**config.mk**
```make
export PLATFORM = sky130hd
export DESIGN_NAME = fpu_mul_ctrl_flat
export DESIGN_NICKNAME = d
export VERILOG_FILES = /design/src/rtl/fpu_mul_ctrl_if.sv /design/src/rtl/fpu_mul_ctrl.sv /design/src/flat_wrapper.sv
export SDC_FILE = /design/constraint.sdc
export NUM_CORES = 1
export LEC_CHECK = 0
export CORE_MARGIN = 5
export CORE_UTILIZATION = 42
export CTS_CLUSTER_SIZE = 14
export DETAILED_ROUTE_END_ITERATION = 8
export PLACE_DENSITY = 0.83
export SLEW_MARGIN = 20
export SYNTH_ARGS = -nofsm -noshare
export SYNTH_HDL_FRONTEND = slang
export SYNTH_SLANG_ARGS = --single-unit
export TNS_END_PERCENT = 100
```
**constraint.sdc**
```tcl
create_clock -name CLK -period 2.6 [get_ports CLK]
set_input_delay 0.52 -clock CLK [delete_from_list [all_inputs] [get_ports CLK]]
set_output_delay 0.52 -clock CLK [all_outputs]
set_load 0.02 [all_outputs]
```
**src/rtl/fpu_mul_ctrl_if.sv**
```systemverilog
// fpu_mul_ctrl_if: operand-request and result handshake bundle for fpu_mul_ctrl.
interface fpu_mul_ctrl_if;
    logic       In_valid;
    logic       In_ready;
    logic [7:0] Ex_ext;
    logic [7:0] Ey_ext;
    logic       Mx_zero;
    logic       My_zero;
    logic       Out_valid;
    logic       Out_ready;
    logic [1:0] Special;
    modport master (
        output In_valid, Ex_ext, Ey_ext, Mx_zero, My_zero, Out_ready,
        input  In_ready, Out_valid, Special
    );
    modport slave (
        input  In_valid, Ex_ext, Ey_ext, Mx_zero, My_zero, Out_ready,
        output In_ready, Out_valid, Special
    );
endinterface

```
**src/rtl/fpu_mul_ctrl.sv**
```systemverilog
// fpu_mul_ctrl: FP32 multiplier sequencer (LOAD/MUL/NORM/DONE) with special-operand classification.
// Define FPU_MUL_BYPASS_EN to send special operands straight from LOAD to DONE.
module fpu_mul_ctrl #(
    parameter int MUL_CYCLES = 4,
    parameter int CNT_W      = 4
) (
    input  logic          CLK,
    input  logic          RST,
    fpu_mul_ctrl_if.slave bus,
    input  logic          Flush,
    output logic          Enable,
    output logic          Mul_en,
    output logic          Norm_en,
    output logic          Busy
);
    typedef enum logic [2:0] {IDLE, LOAD, MUL, NORM, DONE} state_t;
    state_t           state, state_nx;
    logic [CNT_W-1:0] cnt, cnt_nx;
    logic [1:0]       cls, cls_nx, in_cls;
    logic             x_max, y_max, x_zero, y_zero, any_nan;
    always_comb begin
        x_max   = bus.Ex_ext == 8'hFF;
        y_max   = bus.Ey_ext == 8'hFF;
        x_zero  = bus.Ex_ext == 8'h00 && bus.Mx_zero;
        y_zero  = bus.Ey_ext == 8'h00 && bus.My_zero;
        any_nan = (x_max && !bus.Mx_zero) || (y_max && !bus.My_zero) ||
                  (x_max && y_zero) || (y_max && x_zero);
        in_cls  = any_nan ? 2'b11 : (x_max || y_max) ? 2'b10 : (x_zero || y_zero) ? 2'b01 : 2'b00;
    end
    always_ff @(posedge CLK or negedge RST) begin
        if (!RST) begin
            state <= IDLE;
            cnt   <= '0;
            cls   <= 2'b00;
        end else begin
            state <= state_nx;
            cnt   <= cnt_nx;
            cls   <= cls_nx;
        end
    end
    always_comb begin
        state_nx = state;
        cnt_nx   = cnt;
        cls_nx   = cls;
        case (state)
            IDLE: if (bus.In_valid) begin
                state_nx = LOAD;
                cls_nx   = in_cls;
            end
            LOAD: begin
                cnt_nx = CNT_W'(MUL_CYCLES - 1);
`ifdef FPU_MUL_BYPASS_EN
                state_nx = (cls != 2'b00) ? DONE : MUL;
`else
                state_nx = MUL;
`endif
            end
            MUL: begin
                state_nx = (cnt == '0) ? NORM : MUL;
                cnt_nx   = (cnt == '0) ? cnt : cnt - CNT_W'(1);
            end
            NORM: state_nx = DONE;
            DONE: state_nx = bus.Out_ready ? IDLE : DONE;
            default: state_nx = IDLE;
        endcase
        // Flush overrides every other transition, including accept and result take.
        if (Flush) begin
            state_nx = IDLE;
            cnt_nx   = '0;
            cls_nx   = 2'b00;
        end
    end
    assign Enable        = state != LOAD;
    assign Mul_en        = state == MUL;
    assign Norm_en       = state == NORM;
    assign Busy          = state != IDLE;
    assign bus.In_ready  = state == IDLE;
    assign bus.Out_valid = state == DONE;
    assign bus.Special   = cls;
endmodule

```
**src/flat_wrapper.sv**
```systemverilog
// flat-port wrapper written by rule: the top's interface ports become plain ports
module fpu_mul_ctrl_flat 
#(
    parameter int MUL_CYCLES = 4,
    parameter int CNT_W      = 4
)
  (CLK, RST, Flush, Enable, Mul_en, Norm_en, Busy, bus_In_valid, bus_Ex_ext, bus_Ey_ext, bus_Mx_zero, bus_My_zero, bus_Out_ready, bus_In_ready, bus_Out_valid, bus_Special);
  fpu_mul_ctrl_if bus_i ();
  input  logic CLK;
  input  logic RST;
  input  logic Flush;
  output logic Enable;
  output logic Mul_en;
  output logic Norm_en;
  output logic Busy;
  input wire logic [$bits(bus_i.In_valid)-1:0] bus_In_valid;
  input wire logic [$bits(bus_i.Ex_ext)-1:0] bus_Ex_ext;
  input wire logic [$bits(bus_i.Ey_ext)-1:0] bus_Ey_ext;
  input wire logic [$bits(bus_i.Mx_zero)-1:0] bus_Mx_zero;
  input wire logic [$bits(bus_i.My_zero)-1:0] bus_My_zero;
  input wire logic [$bits(bus_i.Out_ready)-1:0] bus_Out_ready;
  output wire logic [$bits(bus_i.In_ready)-1:0] bus_In_ready;
  output wire logic [$bits(bus_i.Out_valid)-1:0] bus_Out_valid;
  output wire logic [$bits(bus_i.Special)-1:0] bus_Special;
  assign bus_i.In_valid = bus_In_valid;
  assign bus_i.Ex_ext = bus_Ex_ext;
  assign bus_i.Ey_ext = bus_Ey_ext;
  assign bus_i.Mx_zero = bus_Mx_zero;
  assign bus_i.My_zero = bus_My_zero;
  assign bus_i.Out_ready = bus_Out_ready;
  assign bus_In_ready = bus_i.In_ready;
  assign bus_Out_valid = bus_i.Out_valid;
  assign bus_Special = bus_i.Special;
  fpu_mul_ctrl #(.MUL_CYCLES(MUL_CYCLES), .CNT_W(CNT_W)) u_core (.CLK(CLK), .RST(RST), .bus(bus_i), .Flush(Flush), .Enable(Enable), .Mul_en(Mul_en), .Norm_en(Norm_en), .Busy(Busy));
endmodule
```
Word level (Yosys, flattened, before mapping)
Cells that the tools add are included.

word-level totals
  register bits = 9
  input port bits = 23
  output and inout bits = 8
  logic and storage cells = 50

cells by class
  add/subtract/negate cells = 1
  equality and inequality tests = 9
  mux-type cells = 14
  reductions and logical operators = 23

operator list
  kind                                                   count
  == test 8 bit, second input constant                   2
  zero test 8 bit                                        2
  case mux 3 bit (5 select lines)                        1
  2-to-1 mux 2 bit                                       5
  2-to-1 mux 3 bit                                       3
  2-to-1 mux 4 bit                                       2
  case mux 4 bit (2 select lines)                        1
  == test 3 x 2 -> 1 bit, second input constant          2
  logical AND 1 bit                                      6
  inequality test 3 bit, second input constant           2
  nonzero test 3 bit                                     2
  logical OR 1 bit                                       5
  zero test 4 bit                                        1
  AND reduction 2 bit                                    2
  nonzero test 2 bit                                     2
  subtractor 4 x 1 -> 4 bit, second input constant       1
  == test 3 x 1 -> 1 bit, second input constant          1
  == test 3 bit, second input constant                   1
  zero test 3 bit                                        1
  inequality test 3 x 1 -> 1 bit, second input constant  1
  zero test 1 bit                                        2
  2-to-1 mux 1 bit                                       2

Longest topological paths before layout
Gate-level depths: netlist of run 1.

  depth after elaboration = 9
  gate-level depth with buffers = 6
  mapped depth without buffers = 6

Least setup slack after synthesis of run 1
OpenSTA, ideal clock, no wires.

  path kind = register -> output
  from = register u_core.state[1]
  to = output port Busy
  arrival time = 1136 ps
  required time = 2080 ps
  setup slack = 944 ps
  stages on the path, launching flop included = 4
  path buffers = 1
  cell sequence = dfrtp_1 buf_6 nor3_2 inv_1

between the ends
  longest elaborated chain between the ends = 1

ends and longest elaborated chain
  what                    RTL line            text
  from (decl)             fpu_mul_ctrl.sv:17  state_t state, state_nx;
  from (signal assigned)  fpu_mul_ctrl.sv:36  state <= state_nx;
  nonzero test 3 bit      fpu_mul_ctrl.sv:76  assign Busy = state != IDLE;
  to (decl)               flat_wrapper.sv:15  output logic Busy;

No other way between the ends.

Final worst setup path of run 1
  from = register u_core.state[1]
  to = output port Mul_en

between the ends
  longest elaborated chain between the ends = 1

ends and longest elaborated chain
  what                    RTL line            text
  == test 3 x 2 -> 1 bit  fpu_mul_ctrl.sv:74  assign Mul_en = state == MUL;
  to (decl)               flat_wrapper.sv:13  output logic Mul_en;

No other way between the ends.

==> summary.txt, run 1 <==
Die
  – Core Area: 1470 sq um
  – Die Height: 48.9 um
  – Starting Density: 0.432
  – Width of the die: 48.9 um
  – Row cnt: 14
  – IO Count: 31
  – Die ar.: 2390 sq um

Clock network
  – CTS tree: yes
  – Root Driver: clkbuf_4
  – Clock Pin Slew Worst Setup and Hold Paths: 60 ps
  – Post-CTS Setup Repair Bufs: 0
  – Total CTS buffers: 3
  – Bufs on Longest Clock Path: 2
  – Post-CTS Resized: 0
  – Clock Sinks: 9
  – Hold_buf cts: 0
  – H-tree level count: 1
  – Clock latency on the worst-skew pair: 270 ps

Cells and area
  – Most frequent cells in the layout: clkdlybuf4s50_1 (30), dfrtp_1 (9), nor3_1 (8)
  – Commonest non-fill, non-tap cell in the layout: clkdlybuf4s50_1
  – Synthesis-to-finish area growth: 52.2%
  – Final Non-Filler Cells: 117
  – Fraction of layout cells with a size suffix above 1: 0.119
  – Final Util: 0.657
  – Final nets: 127
  – Final antenna diode count: 0

Placed design
  – Pre-CTS WS: approximately 470 ps
  – Global placer's final weighted congestion: about 0.87
  – Final HPWL DP: about 1400 um
  – DP Cell Count: between 100 and 150
  – Count of input and output buffers: 30

Global route
  – Gr usage total: 0.140
  – Congestion Overflow GR: 0
  – Largest net degree at the start of global routing: 10
  – Initial antenna violation count: 0
  – First-pass GRT wire length: 2640 um
  – Vias in the first global route: 710

Route
  – DR vias: roughly 670
  – Final ANT Viol Nets: 0
  – Via density: 5.74
  – DRC viols: 0
  – Wirelength per Cell: 13.3 um
  – Detailed Route WL: 1560 um
  – First drt pass iteration count: 4
  – Initial DRC Count: 5

STA
  – Relative slew slack: 0.679
  – Final worst slack: 193 ps
  – Worst-Margin Slew: around 480 ps
  – Period minus WS final: 2410 ps
  – RSZ-0062 raised after global routing: no
  – Final setup vio count: 0
  – Clock Skew: 8.96 ps
  – Setup TNS: 0 ps
  – Fin. max-slew vios: 0
  – Fin. Hold Viols: 0
  – Period utilisation layout: 0.926
  – Maximum clock rate: 0.416 GHz

Setup path
  – Crit Path Category: reg -> out
  – Max stage delay on crit path: 590 ps
  – CP delay by family, top: buffers and inverters
  – R2r setup slk: 1040 ps
  – WP data arrival: 1890 ps
  – Critical Path End Type: output pin
  – Critical-path cell list: or3b_4, inv_2, clkdlybuf4s50_1
  – Crit start category: flip-flop
  – CP required: about 2100 ps
  – Max stage delay cell, worst path: clkdlybuf4s50_1
  – CP Buf/Inv Count: 2
  – Crit-path max FO: 7

Power and ir drop
  – PnR Total Power: 0.000502 W
  – Worst VDD drop: around 0.00031 V
  – PwrDens: 519 nW/um^2
  – Leakage: about 0.39 nW

Yosys
  – Ys async rst share: 1.00
  – Post-synthesis sequential element count: 9
  – Post-synth EDFFs: 0
  – Synth Cell Area: 636 sq um
  – Synth cell types: 28
  – Synth Net Count: 94
  – Synth Flop Type: dfrtp_1
  – Seq/Total Area, Yosys: 0.354
  – Avg Inst Size Synth: 9.21 sq um
  – Cells after synthesis: a little under 70
  – Yosys warning total: 0

Hold path
  – Hold Path Class: in -> async

Status
  – Run status: completed

Job
  – Max-cap violations: 0
-- state kept, by name (all words and copies together) (netlist names) --
register            cells
u_core.cnt              4
u_core.bus.Special      2
u_core.state            3
-- worst paths after layout --
kind / from / to / cells past startpoint
hold / removal: RST / u_core.state[2] / 1
setup / recovery: u_core.state[1] / Mul_en / 3
hold reg to reg: u_core.bus.Special[1] / u_core.bus.Special[1] / 2
setup reg to reg: u_core.cnt[0] / u_core.state[0] / 5
min in group CLK: u_core.bus.Special[1] / u_core.bus.Special[1] / 2
max in group asynchronous: RST / u_core.state[0] / 1
-- per-layer routing --
metal,GRT usage,wire (um),share of wire
met5,0,0,0
met4,0.0897,23,0.015
met3,0.0581,174,0.11
met2,0.259,823,0.53
met1,0.119,534,0.34
-- through the flow --
step | cell area, sq um | hold slack, ps
finish | 967 | 539
CTS | 967 | 559
floorplan | 636 | 224
detailed placement | 941 | 579
global placement | 941 | 561
global route | 967 | 585
-- Yosys cell counts, types with 2 or more instances --
master | count | share of area
nor3b_2 | 2 | 0.039
ha_1 | 2 | 0.039
inv_1 | 5 | 0.030
nor4_1 | 3 | 0.030
nand4_1 | 4 | 0.039
a21oi_1 | 5 | 0.039
dfrtp_1 | 9 | 0.35
nor2_1 | 7 | 0.041
nand4b_1 | 2 | 0.028
nand3b_1 | 2 | 0.024
a211oi_2 | 2 | 0.039
a21boi_0 | 2 | 0.024
nor3_1 | 8 | 0.063
o21ai_1 | 2 | 0.016
-- where the power goes --
part	total (W)	switching, W	internal, W
clock	0.000108	0.0000488	0.0000591
sequential	0.000175	0.0000182	0.000157
combinational	0.000219	0.000110	0.000110
total	0.000502	0.000177	0.000325
-- kinds of logic (layout without fill, tap and decap cells) --
kind of cell	after synthesis	count (layout)	share of synthesized area
flops	9	9	0.354
simple gates	35	35	0.370
xor+xnor	1	1	0.0138
compound gates	13	13	0.148
fa+ha+maj	2	2	0.0394
mux	1	1	0.0157
buf+inv	8	40	0.0590
-- layout make-up --
cell class / instances / area [sq um]
fillers: 133 / 504
multi-input cells: 52 / 373
repair buffers: 30 / 300
flip-flops and latches: 9 / 225
clock buffers: 4 / 26.3
inverters: 6 / 22.5
well taps: 16 / 20.0
Power figures use the tool's default switching activity.
==> inputs of run 2 (changes only) <==
Settings changed: SKIP_LAST_GASP from default to 1.
==> results of run 2 <==
The final DEF is identical to that of run 1; final timing and power are the same.
==> inputs of run 3 (changes only) <==
Settings changed: HOLD_SLACK_MARGIN from default to 0.15.
==> results of run 3 <==
The final DEF is identical to that of run 1; final timing and power are the same.
==> variant (flow settings as in run 3) <==
`CNT_W` is set to 4 in 2 places; all go to 6.
--- a/src/rtl/fpu_mul_ctrl.sv
+++ b/src/rtl/fpu_mul_ctrl.sv
@@ -3,5 +3,5 @@
 module fpu_mul_ctrl #(
     parameter int MUL_CYCLES = 4,
-    parameter int CNT_W      = 4
+    parameter int CNT_W      = 6
 ) (
     input  logic          CLK,
--- a/src/flat_wrapper.sv
+++ b/src/flat_wrapper.sv
@@ -3,5 +3,5 @@
 #(
     parameter int MUL_CYCLES = 4,
-    parameter int CNT_W      = 4
+    parameter int CNT_W      = 6
 )
   (CLK, RST, Flush, Enable, Mul_en, Norm_en, Busy, bus_In_valid, bus_Ex_ext, bus_Ey_ext, bus_Mx_zero, bus_My_zero, bus_Out_ready, bus_In_ready, bus_Out_valid, bus_Special);
Behaviour: no difference found for any inputs over 10 cycles, from zero or initial values and one cycle with RST low; that may be too few to reach the edited logic, so the function may still have changed.
==> variant against run 3 <==
Synthesized area increased by 15%. Total power increased by 30%. Final cell count increased by 12%. Core utilization decreased by 2.4 points. Sequential share of layout area increased by 2.4 points. Setup slack improved by 21 ps. Design area increased by 11%. Sequential cell count increased by 2. Wire length increased by 15%.
==> variant: results (changes against run 3) <==
Critical path
  – Reg2reg start: u_core.cnt[0]
  – Slowest cell on the critical path: clkdlybuf4s50_1
  – Worst stage delay on the critical path: 600 ps
  – Crit path from: u_core.state[1]
  – Kind of cell adding the most delay to the critical path: buffers and inverters
  – Worst Path Arrival: 1870 ps (-20 ps)
  – Crit path max fanout: 8 (+1)

GRT
  – Initial antenna violation count: 0 (unchanged)
  – Vias in the first global route: 772 (+8.7%)
  – GR Util All Layers: 0.1523 (+0.01239)
  – Largest net degree at the start of global routing: 12 (+2)
  – Wire length of the first global-routing pass: 3022 µm (+15%)

Final layout
  – Max FFs per register: 6 (+2)
  – Share of cells above drive strength 1: 0.07895 (-0.03986)
  – Fill cells: 148 (+11%)
  – Final net count: 140 (+10%)
  – Largest register by flop count: u_core.cnt
  – N_diodes: 0 (unchanged)

Clocking
  – Clock Tree Root: clkbuf_4
  – Clock Path Buffers: 2 (unchanged)
  – Number of buffers created by CTS: 3 (unchanged)
  – Worst-Skew Late Latency: 270 ps (about the same)
  – CTS clk-pin slew, worst paths: 70 ps
  – # H-tree levels: 1 (unchanged)

Synth
  – Library cells used by synthesis: 35 (+25%)
  – Top cells by count, synth: dfrtp_1, nor2_1, a21oi_1
  – YS warnings: 0 (unchanged)
  – Largest cells by area after synthesis: dfrtp_1, a21oi_1, nor2_1
  – Post-synth ARST share: 1.000 (unchanged)
  – Mapped Nets: 107 (+14%)
  – Post-synthesis sequential area ratio: 0.3761 (+0.02174)
  – Synth Instances: 82 (+19%)

STA
  – Slew HR: 0.5618 (-0.1170)
  – Clock Skew: 5.156 ps (-3.802 ps)

Placement
  – Pre-CTS WS: 485.7 ps (+15.44 ps)
  – Detailed placement HPWL: 1505 µm (+11%)
  – IO Port Bufs: 30 (unchanged)
  – GP Congestion: 0.7335 (-15%)
  – Cells after DPL: 127 (+12%)

Routing
  – Vias: 749 (+11%)
  – First-pass DRT Iterations: 4 (unchanged)
  – Vias per inst: 5.718 (-0.45%)
  – Final WL: 1796 µm (+15%)
  – First DRT Iteration DRCs: 2 (-3)

Power
  – VDD IR max: 324.6 µV (+4.8%)
  – Sw Ratio: 0.3604 (+0.008633)
  – Leakage Power: 0.4308 nW (+11%)

Hold path
  – Hold Startpoint: u_core.cnt[0]
  – Hold Path Class: reg2reg

Run status
  – Status: complete, no violations
==> variant: cell count changes after synthesis, moves of 2 or more <==
cell | run 3 | this run
o21ai_1 | 2 | 0
a211oi_2 | 2 | 0
dfrtp_1 | 9 | 11
a21oi_1 | 5 | 7
nor2_1 | 7 | 9
a2111oi_0 | 0 | 2
nor4b_1 | 0 | 2
or3_1 | 0 | 2
nor3_1 | 8 | 6
nor3b_2 | 2 | 0
nand2b_1 | 0 | 3
==> variant: cell type report <==
cell class                      count  area, µm²  area share
Multi-Input combinational cell     63      424.2      0.3965
Sequential cell                    11      275.3      0.2573
Tap cell                           17      21.27     0.01988
Inverter                            6      22.52     0.02105
Timing Repair Buffer               30      300.3      0.2807
Clock buffer                        4      26.28     0.02456
==> variant: what timing repair did <==
item | 4_1_cts | 5_1_grt
endpoints found under the hold margin | 0 | 0
setup endpoints to repair | 0 | 1
gates resized for setup | 0 | 1
buffers inserted | 0 | 0
==> variant: worst paths after layout <==
path / end / slack, ps / cells past startpoint
worst max-delay path: Mul_en / 210 / 3
worst min-delay path: u_core.cnt[0] / 570 / 2
worst max register to register: u_core.cnt[5] / 670 / 6
worst min register to register: u_core.cnt[0] / 570 / 2
max in group asynchronous: u_core.cnt[5] / 1680 / 1
min in group asynchronous: u_core.cnt[1] / 580 / 1
==> variant: routing by layer <==
metal / vias to the layer above / part of all wire / GRT usage
met3: 4 / 0.073 / 0.03152
met4: 0 / 0.030 / 0.1223
li1: 373 / - / -
met5: - / 0 / 0
met1: 344 / 0.37 / 0.1421
met2: 28 / 0.52 / 0.2818
==> variant: kinds of logic after synthesis <==
group,count (synthesis),synth area share
AO/OA/AOI/OAI,16,0.1470
XOR/XNOR,2,0.02394
adder cells (fa/ha/maj),2,0.03418
buffers and inverters,8,0.05127
flip-flops,11,0.3761
multiplexers,1,0.01538
AND/OR/NAND/NOR,42,0.3522
==> variant: metrics by stage <==
step | hold WS [ps] | power [mW] | cell area [µm²] | util
finish | 574.1 | 0.6526 | 1070 | 0.6333
global route | 608.2 | 0.6993 | 1070 | 0.6333
CTS | 549.9 | 0.6558 | 1065 | 0.6304
detailed placement | 534.4 | 0.5364 | 1039 | 0.6148
global placement | 518.3 | 0.5271 | 1039 | 0.6148
floorplan | 224.4 | 0.4225 | 732.0 | -
==> variant: power by group through the flow <==
| stage | Clock (mW) | Combinational, mW | Sequential [mW] |
|---|---|---|---|
| 6_report | 0.117 | 0.303 | 0.232 |
| 5_1_grt | 0.129 | 0.333 | 0.237 |
| 3_5_place_dp | 0 | 0.302 | 0.234 |
| 2_1_floorplan | 0 | 0.193 | 0.229 |
| 4_1_cts | 0.121 | 0.304 | 0.231 |
| 3_3_place_gp | 0 | 0.295 | 0.232 |
